$ cat src/rtl/pm_pkg.sv
// Shared definitions for the pattern-matching peripheral: register map,
// controller states, STATUS bit layout and the "no match" FIRST value.
package pm_pkg;

    localparam logic [2:0] REG_CTRL   = 3'd0;
    localparam logic [2:0] REG_STATUS = 3'd1;
    localparam logic [2:0] REG_PLEN   = 3'd2;
    localparam logic [2:0] REG_TLEN   = 3'd3;
    localparam logic [2:0] REG_PDATA  = 3'd4;
    localparam logic [2:0] REG_TDATA  = 3'd5;
    localparam logic [2:0] REG_COUNT  = 3'd6;
    localparam logic [2:0] REG_FIRST  = 3'd7;

    localparam int CTRL_START = 0;
    localparam int CTRL_CLEAR = 1;

    localparam int STAT_BUSY  = 0;
    localparam int STAT_DONE  = 1;
    localparam int STAT_FOUND = 2;
    localparam int STAT_ERR   = 3;
    localparam int STAT_OVF   = 4;

    localparam logic [31:0] FIRST_NONE = 32'hFFFF_FFFF;

    typedef enum logic [1:0] {
        ST_IDLE,
        ST_SCAN,
        ST_DONE
    } pm_state_t;

endpackage

$ cat src/rtl/pm_bytebuf.sv
// Byte buffer with a saturating write pointer. Pushes past the end are
// dropped and flagged; reads are asynchronous so the scanner can compare
// one byte per cycle without extra latency.
module pm_bytebuf #(
    parameter int DEPTH = 8,
    localparam int AW = $clog2(DEPTH),
    localparam int PW = $clog2(DEPTH + 1)
) (
    input  logic          clk,
    input  logic          reset,
    input  logic          clear,
    input  logic          push,
    input  logic [7:0]    wdata,
    input  logic [AW-1:0] raddr,
    output logic [7:0]    rdata,
    output logic          ovf
);

    localparam logic [PW-1:0] FULL = PW'(DEPTH);

    logic [7:0]    mem [DEPTH];
    logic [PW-1:0] wp;
    logic          full;

    assign full  = (wp == FULL);
    assign rdata = mem[raddr];

    // Storage array: contents survive reset and clear, only pushes change them.
    always_ff @(posedge clk) begin
        if (push && !full) begin
            mem[wp[AW-1:0]] <= wdata;
        end
    end

    // Write pointer and overflow flag; a full buffer holds its pointer and records the drop.
    always_ff @(posedge clk) begin
        if (reset || clear) begin
            wp  <= '0;
            ovf <= 1'b0;
        end else if (push) begin
            if (full) begin
                ovf <= 1'b1;
            end else begin
                wp <= wp + PW'(1);
            end
        end
    end

endmodule

$ cat src/rtl/pm_ctrl.sv
// Memory-mapped pattern-matching controller. The CPU fills the pattern and
// text buffers, writes START, and a byte-serial sliding-window scan counts
// matching windows and records the first matching offset.
module pm_ctrl
    import pm_pkg::*;
#(
    parameter int PAT_MAX = 8,
    parameter int TXT_MAX = 64
) (
    input  logic        clk,
    input  logic        reset,
    input  logic        sel,
    input  logic [31:0] daddr,
    input  logic [31:0] dwdata,
    input  logic [3:0]  dwe,
    output logic [31:0] drdata,
    output logic        busy,
    output logic        done
);

    localparam int PAW = $clog2(PAT_MAX);
    localparam int TAW = $clog2(TXT_MAX);
    localparam logic [3:0] PMAX = 4'(PAT_MAX);
    localparam logic [6:0] TMAX = 7'(TXT_MAX);

    pm_state_t   state;
    logic [3:0]  plen;
    logic [6:0]  tlen;
    logic [6:0]  count;
    logic [31:0] first;
    logic        found;
    logic        err;
    logic [6:0]  wi;
    logic [3:0]  wj;
    logic        acc;

    logic [2:0]  woff;
    logic        wr;
    logic        not_scan;
    logic        do_start;
    logic        do_clear;
    logic        pbuf_push;
    logic        tbuf_push;
    logic        len_ok;
    logic [6:0]  last_i;
    logic [3:0]  last_j;
    logic [6:0]  tidx;
    logic [7:0]  pbyte;
    logic [7:0]  tbyte;
    logic        byte_eq;
    logic        win_hit;
    logic        pbuf_ovf;
    logic        tbuf_ovf;
    logic        unused_bits;

    assign woff      = daddr[4:2];
    assign wr        = sel && (dwe != 4'b0000);
    assign not_scan  = (state != ST_SCAN);
    assign do_start  = wr && (woff == REG_CTRL) && dwdata[CTRL_START] && (state == ST_IDLE);
    assign do_clear  = wr && (woff == REG_CTRL) && dwdata[CTRL_CLEAR] && (state == ST_IDLE);
    assign pbuf_push = wr && (woff == REG_PDATA) && not_scan;
    assign tbuf_push = wr && (woff == REG_TDATA) && not_scan;

    assign len_ok = (plen != 4'd0) && (plen <= PMAX) &&
                    (tlen != 7'd0) && (tlen <= TMAX) &&
                    ({3'b000, plen} <= tlen);

    assign last_i  = tlen - {3'b000, plen};
    assign last_j  = plen - 4'd1;
    assign tidx    = wi + {3'b000, wj};
    assign byte_eq = (pbyte == tbyte);
    assign win_hit = acc && byte_eq;

    assign unused_bits = &{1'b0, daddr[31:5], daddr[1:0], dwdata[31:8], tidx[6]};

    pm_bytebuf #(.DEPTH(PAT_MAX)) u_pbuf (
        .clk   (clk),
        .reset (reset),
        .clear (do_clear),
        .push  (pbuf_push),
        .wdata (dwdata[7:0]),
        .raddr (wj[PAW-1:0]),
        .rdata (pbyte),
        .ovf   (pbuf_ovf)
    );

    pm_bytebuf #(.DEPTH(TXT_MAX)) u_tbuf (
        .clk   (clk),
        .reset (reset),
        .clear (do_clear),
        .push  (tbuf_push),
        .wdata (dwdata[7:0]),
        .raddr (tidx[TAW-1:0]),
        .rdata (tbyte),
        .ovf   (tbuf_ovf)
    );

    // Controller FSM: register writes, scan sequencing and result registers in one place.
    always_ff @(posedge clk) begin
        if (reset) begin
            state <= ST_IDLE;
            busy  <= 1'b0;
            done  <= 1'b0;
            found <= 1'b0;
            err   <= 1'b0;
            plen  <= 4'd0;
            tlen  <= 7'd0;
            count <= 7'd0;
            first <= FIRST_NONE;
            wi    <= 7'd0;
            wj    <= 4'd0;
            acc   <= 1'b0;
        end else begin
            if (wr && not_scan && (woff == REG_PLEN)) begin
                plen <= dwdata[3:0];
            end
            if (wr && not_scan && (woff == REG_TLEN)) begin
                tlen <= dwdata[6:0];
            end
            case (state)
                ST_IDLE: begin
                    if (do_clear) begin
                        count <= 7'd0;
                        first <= FIRST_NONE;
                        done  <= 1'b0;
                        found <= 1'b0;
                        err   <= 1'b0;
                    end
                    if (do_start) begin
                        count <= 7'd0;
                        first <= FIRST_NONE;
                        done  <= 1'b0;
                        found <= 1'b0;
                        wi    <= 7'd0;
                        wj    <= 4'd0;
                        acc   <= 1'b1;
                        if (len_ok) begin
                            state <= ST_SCAN;
                            busy  <= 1'b1;
                            err   <= 1'b0;
                        end else begin
                            state <= ST_DONE;
                            err   <= 1'b1;
                        end
                    end
                end
                ST_SCAN: begin
                    if (wj == last_j) begin
                        wj  <= 4'd0;
                        acc <= 1'b1;
                        if (win_hit) begin
                            count <= count + 7'd1;
                            if (!found) begin
                                first <= {25'd0, wi};
                                found <= 1'b1;
                            end
                        end
                        if (wi == last_i) begin
                            state <= ST_DONE;
                            busy  <= 1'b0;
                            done  <= 1'b1;
                        end else begin
                            wi <= wi + 7'd1;
                        end
                    end else begin
                        wj  <= wj + 4'd1;
                        acc <= win_hit;
                    end
                end
                ST_DONE: begin
                    done  <= 1'b1;
                    state <= ST_IDLE;
                end
                default: begin
                    state <= ST_IDLE;
                    busy  <= 1'b0;
                end
            endcase
        end
    end

    // Read mux: combinational register read, quiet when the peripheral is not selected.
    always_comb begin
        drdata = 32'd0;
        if (sel) begin
            case (woff)
                REG_STATUS: begin
                    drdata[STAT_BUSY]  = busy;
                    drdata[STAT_DONE]  = done;
                    drdata[STAT_FOUND] = found;
                    drdata[STAT_ERR]   = err;
                    drdata[STAT_OVF]   = pbuf_ovf | tbuf_ovf;
                end
                REG_PLEN:  drdata = {28'd0, plen};
                REG_TLEN:  drdata = {25'd0, tlen};
                REG_COUNT: drdata = {25'd0, count};
                REG_FIRST: drdata = first;
                default:   drdata = 32'd0;
            endcase
        end
    end

endmodule
$ cat config.mk
export PLATFORM = sky130hd
export DESIGN_NAME = pm_ctrl
export DESIGN_NICKNAME = d
export VERILOG_FILES = /design/src/rtl/pm_pkg.sv /design/src/rtl/pm_bytebuf.sv /design/src/rtl/pm_ctrl.sv
export SDC_FILE = /design/constraint.sdc
export NUM_CORES = 1
export LEC_CHECK = 0
export CAP_MARGIN = 20
export CORE_MARGIN = 1.5
export CORE_UTILIZATION = 35
export DETAILED_ROUTE_END_ITERATION = 12
export PLACE_DENSITY_LB_ADDON = 0.1
export SLEW_MARGIN = 20
export SYNTH_ARGS = -nofsm -noshare
export SYNTH_HDL_FRONTEND = slang
export SYNTH_SLANG_ARGS = --single-unit
$ cat constraint.sdc
create_clock -name clk -period 7 [get_ports clk]
set_input_delay 1.05 -clock clk [delete_from_list [all_inputs] [get_ports clk]]
set_output_delay 1.05 -clock clk [all_outputs]
set_load 0.01 [all_outputs]
# Yosys cells after proc, flatten, opt, wreduce, memory -nomap -nowiden
# Memory sizes are Yosys's and may differ from the RTL's. A register that Yosys moved wholly into a read port is not among the register bits.
# Index checks and enable logic that the tools add are counted.
[classes] addsub=8 multipliers=0 n_div=0 magnitude_cmp=3 eq_ne=23 shift=0 muxes=50 bitwise=4 reduce_logical=43
[ops] op="2-to-1 mux 32 bit" n=6
[ops] op="case mux 27 bit (3 select lines)" n=1
[ops] op="case mux 32 bit (2 select lines)" n=1
[ops] op="2-to-1 mux 7 bit" n=7
[ops] op="case mux 7 bit (2 select lines)" n=2
[ops] op="case mux 5 bit (5 select lines)" n=1
[ops] op="adder 7 x 1 -> 7 bit, second input constant" n=3
[ops] op="logical AND 1 bit" n=20
[ops] op="2-to-1 mux 1 bit" n=18
[ops] op="!= test 2 bit, second input constant" n=7
[ops] op="== test 3 bit, second input constant" n=4
[ops] op="AND reduction 2 bit" n=6
[ops] op="AND reduction 4 bit" n=3
[ops] op="AND reduction 5 bit" n=2
[ops] op="adder 4 x 1 -> 4 bit, second input constant" n=2
[ops] op="== test 8 bit" n=1
[ops] op="2-to-1 mux 2 bit" n=4
[ops] op="2-to-1 mux 4 bit" n=2
[ops] op="case mux 4 bit (2 select lines)" n=1
[ops] op="nonzero test 4 bit" n=2
[ops] op="== test 7 bit" n=1
[ops] op="== test 7 bit, second input constant" n=1
[ops] op="less-or-equal comparator 4 x 7 -> 1 bit" n=1
[ops] op="less-or-equal comparator 7 bit, second input constant" n=1
[ops] op="other kinds (26)" n=34
[word_totals] reg_bits=81 latchBits=0 mem_bits_rw=576 mem_bits_ro=0 in_bits=71 out_inout_bits=34 word_cells=149 mem_count=2
[memory_table] memory="u_tbuf.mem" depth=64 width=8 read_ports=1 rd_ports_with_merged_regs=0 write_ports=1 line_no="pm_bytebuf.sv:21" text="logic [7:0] mem [DEPTH];"
[memory_table] memory="u_pbuf.mem" depth=8 width=8 read_ports=1 rd_ports_with_merged_regs=1 write_ports=1 line_no="pm_bytebuf.sv:21"

# Longest topological paths before layout
[logic_depth] ltp_word=9 mapped_depth=17 ltp_nobuf=15

# By module
# From an unflattened synthesis, not the netlist that was laid out.
[hier_totals] hier_cells=1492 hier_area_um2=26221.4
[by_module_without_submodules] mod="pm_bytebuf at u_tbuf" n_inst=1 cells_per_inst=958 area_each_um2=20169.3 seq_area_each_um2=15534.9
[by_module_without_submodules] mod="pm_ctrl" n_inst=1 cells_per_inst=401 area_each_um2=3286.9 seq_area_each_um2=880.8
[by_module_without_submodules] mod="pm_bytebuf at u_pbuf" n_inst=1 cells_per_inst=133 area_each_um2=2765.2 seq_area_each_um2=2021.9

# Worst setup path before layout
# No wires, ideal clock.
[synth_timing] path_kind="reg-to-reg" start="reg wi[0]" end="reg count[0]" setup_ns=0.087 arrival_time_ns=4.073 required_ns=6.913 setup_slack_ns=2.840 path_stages_with_launch=18 path_buffers=4 period_less_slack_ns=4.160 path_cell_list="dfxtp_1 -> ha_1 -> inv_1 -> fa_1 -> buf_4 -> buf_2 -> buf_2 -> buf_2 -> mux4_2 -> o21ai_0 -> nand4_1 -> nand4_1 -> xnor2_1 -> a21oi_1 -> or4_1 -> or4_4 -> mux2i_1 -> o31ai_1"
[synth_between] elab_chain_len=6
[synth_rtl] element="start: declaration" line_no="pm_ctrl.sv:33" text="logic [6:0] wi;"
[synth_rtl] element="start signal: assignment" line_no="pm_ctrl.sv:163" text="wi <= wi + 7'd1;"
[synth_rtl] element="adder 6 x 4 -> 6 bit" line_no="pm_ctrl.sv:70" text="assign tidx = wi + {3'b000, wj};"
[synth_rtl] element="memory read (64 x 8 bit)"
[synth_rtl] element="== test 8 bit" line_no="pm_ctrl.sv:71" text="assign byte_eq = (pbyte == tbyte);"
[synth_rtl] element="logical AND 1 bit" line_no="pm_ctrl.sv:72" text="assign win_hit = acc && byte_eq;"
[synth_rtl] element="!= test 2 bit (no source line)"
[synth_rtl] element="AND reduction 4 bit (no source line)"
[synth_rtl] element="end signal: assignment" line_no="pm_ctrl.sv:152" text="count <= count + 7'd1;"
[synth_rtl] element="end: declaration" line_no="pm_ctrl.sv:29" text="logic [6:0] count;"
# No other way between the ends.
# A chain may end at the register's enable or synchronous reset.

# Final worst setup path
[layout_timing] start="reg wi[0]" end="reg count[4]"
# The elaborated chain is that of the path after synthesis.

==> results.md <==
- Worst slew margin: 28.4%
- Final WS setup: 1340 ps
- Mapped Nets: 1720
- Clock sink count: 636
- Syn. warnings: 0
- Starting Density: roughly 36%
- Gr ovfl total: 0
- Leakage power: 9.86 nW
- Synthesis-stage register bit count: 636
- Critical path class: reg2reg
- Clk Latency, worst-skew pair: 620 ps
- Worst hold path type: reg2reg
- Startpoint Class: flip-flop
- Fmax: 177 MHz
- Rows: 101
- Fin area: 31200 sq um
- Layout Nets: ~1800
- Mean Syn Cell Area: between 15 and 20 sq um
- Routed WL per cell: 25.8 microns
- Post-CTS Setup Bufs: 0
- Max-Cap Viols: 0
- Worst EP arrival: 6200 ps
- Fin. Hold Viols: 0
- Fraction of the yosys area taken by sequential cells: about two thirds
- Internal power: 0.00676 W
- Vias per Instance: 5.34
- Slew @ Worst Pin: 1070 ps
- Synth top area cells: edfxtp_1 64%, mux4_2 11%, dfxtp_1 4.4%, nor2_1 2.0%, mux2i_1 1.5%
- Mapped Area: 27100 sq um
- Post-synth EDFFs: 576
- Peak supply drop: 0.169 mV
- Worst-path clk slew: 60 ps
- Cell count after synthesis: 1626
- Final clock skew: roughly 26 ps
- Unrepaired setup endpoints after global routing: no
- CTS root buffer: clkbuf_16
- Final HPWL DP: roughly 44 mm
- Synth unique cells: 78
- Fin util: 40.9%
- Fin crit period: between 5000 and 6000 ps
- Worst Path Max Fanout: 35
- Post_cts resized: 0
- H-tree depth: 3
- Fin. max-slew vios: 0
- Post-route ant nets: 0
- Pwr/cell area: ~280 nW/um^2
- Critical Path RT: 7540 ps
- Initial antenna violation count: 0
- Largest net degree at the start of global routing: 77
- Initial drt markers: between 1000 and 1500
- Cts bufs inserted: 73
- Number of global-route vias before repair: 14900
- Die ar.: approximately 80000 sq um
- Power, Total: about 0.0086 W
- Core Footprint: around 76000 sq um
- Yosys top cell area share: 63.9%
- Async SR Flop Fraction: 0%
- Pre-CTS setup slack: about 1300 ps
- Synth cell count leaders: 576 x edfxtp_1, 144 x nor2_1, 138 x mux4_2
- Routed vias: 14800
- Port-buffer cells: just over 50
- P&R area growth vs syn: 15.1%
- Sequential Power Share: 48.2%
- Die width: 281 microns
- CTS tree: yes
- Comb pwr share: 6.0%
- Total GRT Usage: roughly 18%
- Placer congestion estimate: 0.801
- P_sw: approximately 0.0019 W
- Main flop type after synthesis: edfxtp_1
- Final TNS setup: 0 ps
- CTS Hold Buffers Added: 0
- Final wirelength: 71.5 mm
- Critical Path Sink Type: flip-flop
- IO Pins: 105
- Synth area leader: edfxtp_1
- Crit share post-route: 80.8%
- # DRC: 0
- Status: complete, no violations
- Placed Instance Area: 28700 sq um
- Most common cell in the netlist: edfxtp_1
- Sw Share: 21.5%
- Global-route wire length before repair: 105 mm
- Share of cells above drive strength 1: 20.5%
- Die height: 281 microns
- Clock power share: 45.8%
- Drt first pass iters: 8
- Worst-case clock buffer depth: 3
- Finish-stage setup viols: 0
==> area by class of cell <==
class | count | area [sq um]
flip-flops and latches | 636 | 18500
well taps | 1030 | 1290
fillers | 6848 | 45000
repair buffers | 99 | 866
clock buffers | 92 | 1960
clock inverters | 42 | 533
multi-input cells | 854 | 7920
inverters | 24 | 90.1
diodes | 1 | 2.50
==> logic make-up (layout without fill, tap and decap cells) <==
kind of cell	Yosys count	in the layout	synth area share, %
AOI/OAI and AO/OA	148	148	3.74
xor gates and xnor gates	43	43	1.42
adders and majority gates	23	23	1.12
buffers and inverters	136	257	2.83
DFF	636	636	68.3
muxes	212	212	15.0
other	0	1	0
and+or+nand+nor	428	428	7.57
==> power by group through the flow <==
stage	registers, W	logic [W]	clock network (W)
finish	0.00416	0.000516	0.00395
global route	0.00416	0.000559	0.00418
CTS	0.00416	0.000529	0.00404
detailed placement	0.00424	0.000528	0
global placement	0.00424	0.000524	0
floorplan	0.00423	0.000342	0
==> state kept, by name, indices dropped and copies added, names as in the netlist, named ones only <==
| register | flops |
|---|---|
| acc | 1 |
| busy | 1 |
| count | 7 |
| done | 1 |
| err | 1 |
| first | 8 |
| found | 1 |
| plen | 4 |
| state | 2 |
| tlen | 7 |
| u_pbuf.mem | 64 |
| u_pbuf.ovf | 1 |
| u_pbuf.wp | 4 |
| u_tbuf.mem | 512 |
| u_tbuf.ovf | 1 |
| u_tbuf.wp | 7 |
| wi | 7 |
| wj | 4 |
==> worst paths after layout <==
path	start	to	slack (ps)	cells after the start
setup / recovery	wi[0]$_SDFFE_PP0P_	count[4]$_SDFFE_PP0P_	1340	13
hold / removal	first[30]$_SDFFE_PP1P_	first[30]$_SDFFE_PP1P_	490	2
setup reg to reg	wi[0]$_SDFFE_PP0P_	count[4]$_SDFFE_PP0P_	1340	13
hold reg to reg	first[30]$_SDFFE_PP1P_	first[30]$_SDFFE_PP1P_	490	2
==> worst max-delay path, cell delays in order (launching register included) <==
cell and delay (ps):
dfxtp_1 590, ha_4 220, inv_1 50, fa_4 1190, buf_4 380, mux4_2 360
mux2_2 280, o22ai_1 580, nor4_1 180, a2111oi_0 500, and4_1 380, nand3_4 190
or4_1 550, nand3_1 80
==> per-stage QoR <==
step / instances / hold WS [ps]
floorplan: 1626 / 431
global placement: 2643 / 476
detailed placement: 2643 / 481
CTS: 2777 / 491
global route: 2777 / 499
finish: 2778 / 487
==> placed cells by master (no fill, tap or decap), types with 24 or more instances in the layout <==
cell	instances
edfxtp_1	576
nor2_1	142
mux4_2	138
nand2_1	99
clkbuf_16	75
dfxtp_1	60
buf_4	46
clkdlybuf4s50_1	42
nor3_1	41
mux2i_1	40
o21ai_0	38
nand3_1	33
nand4_1	27
a21oi_1	26
xnor2_1	24
==> routing by layer <==
metal  vias to the layer above  track usage, %  part of all wire [%]
met5                         -               0                     0
met4                         0            5.23                   1.9
met3                        84            2.50                   4.3
met2                       368            29.9                    48
met1                      7821            26.0                    46
li1                       6558               -                     -
No activity file was read; power rests on OpenSTA's default activity.
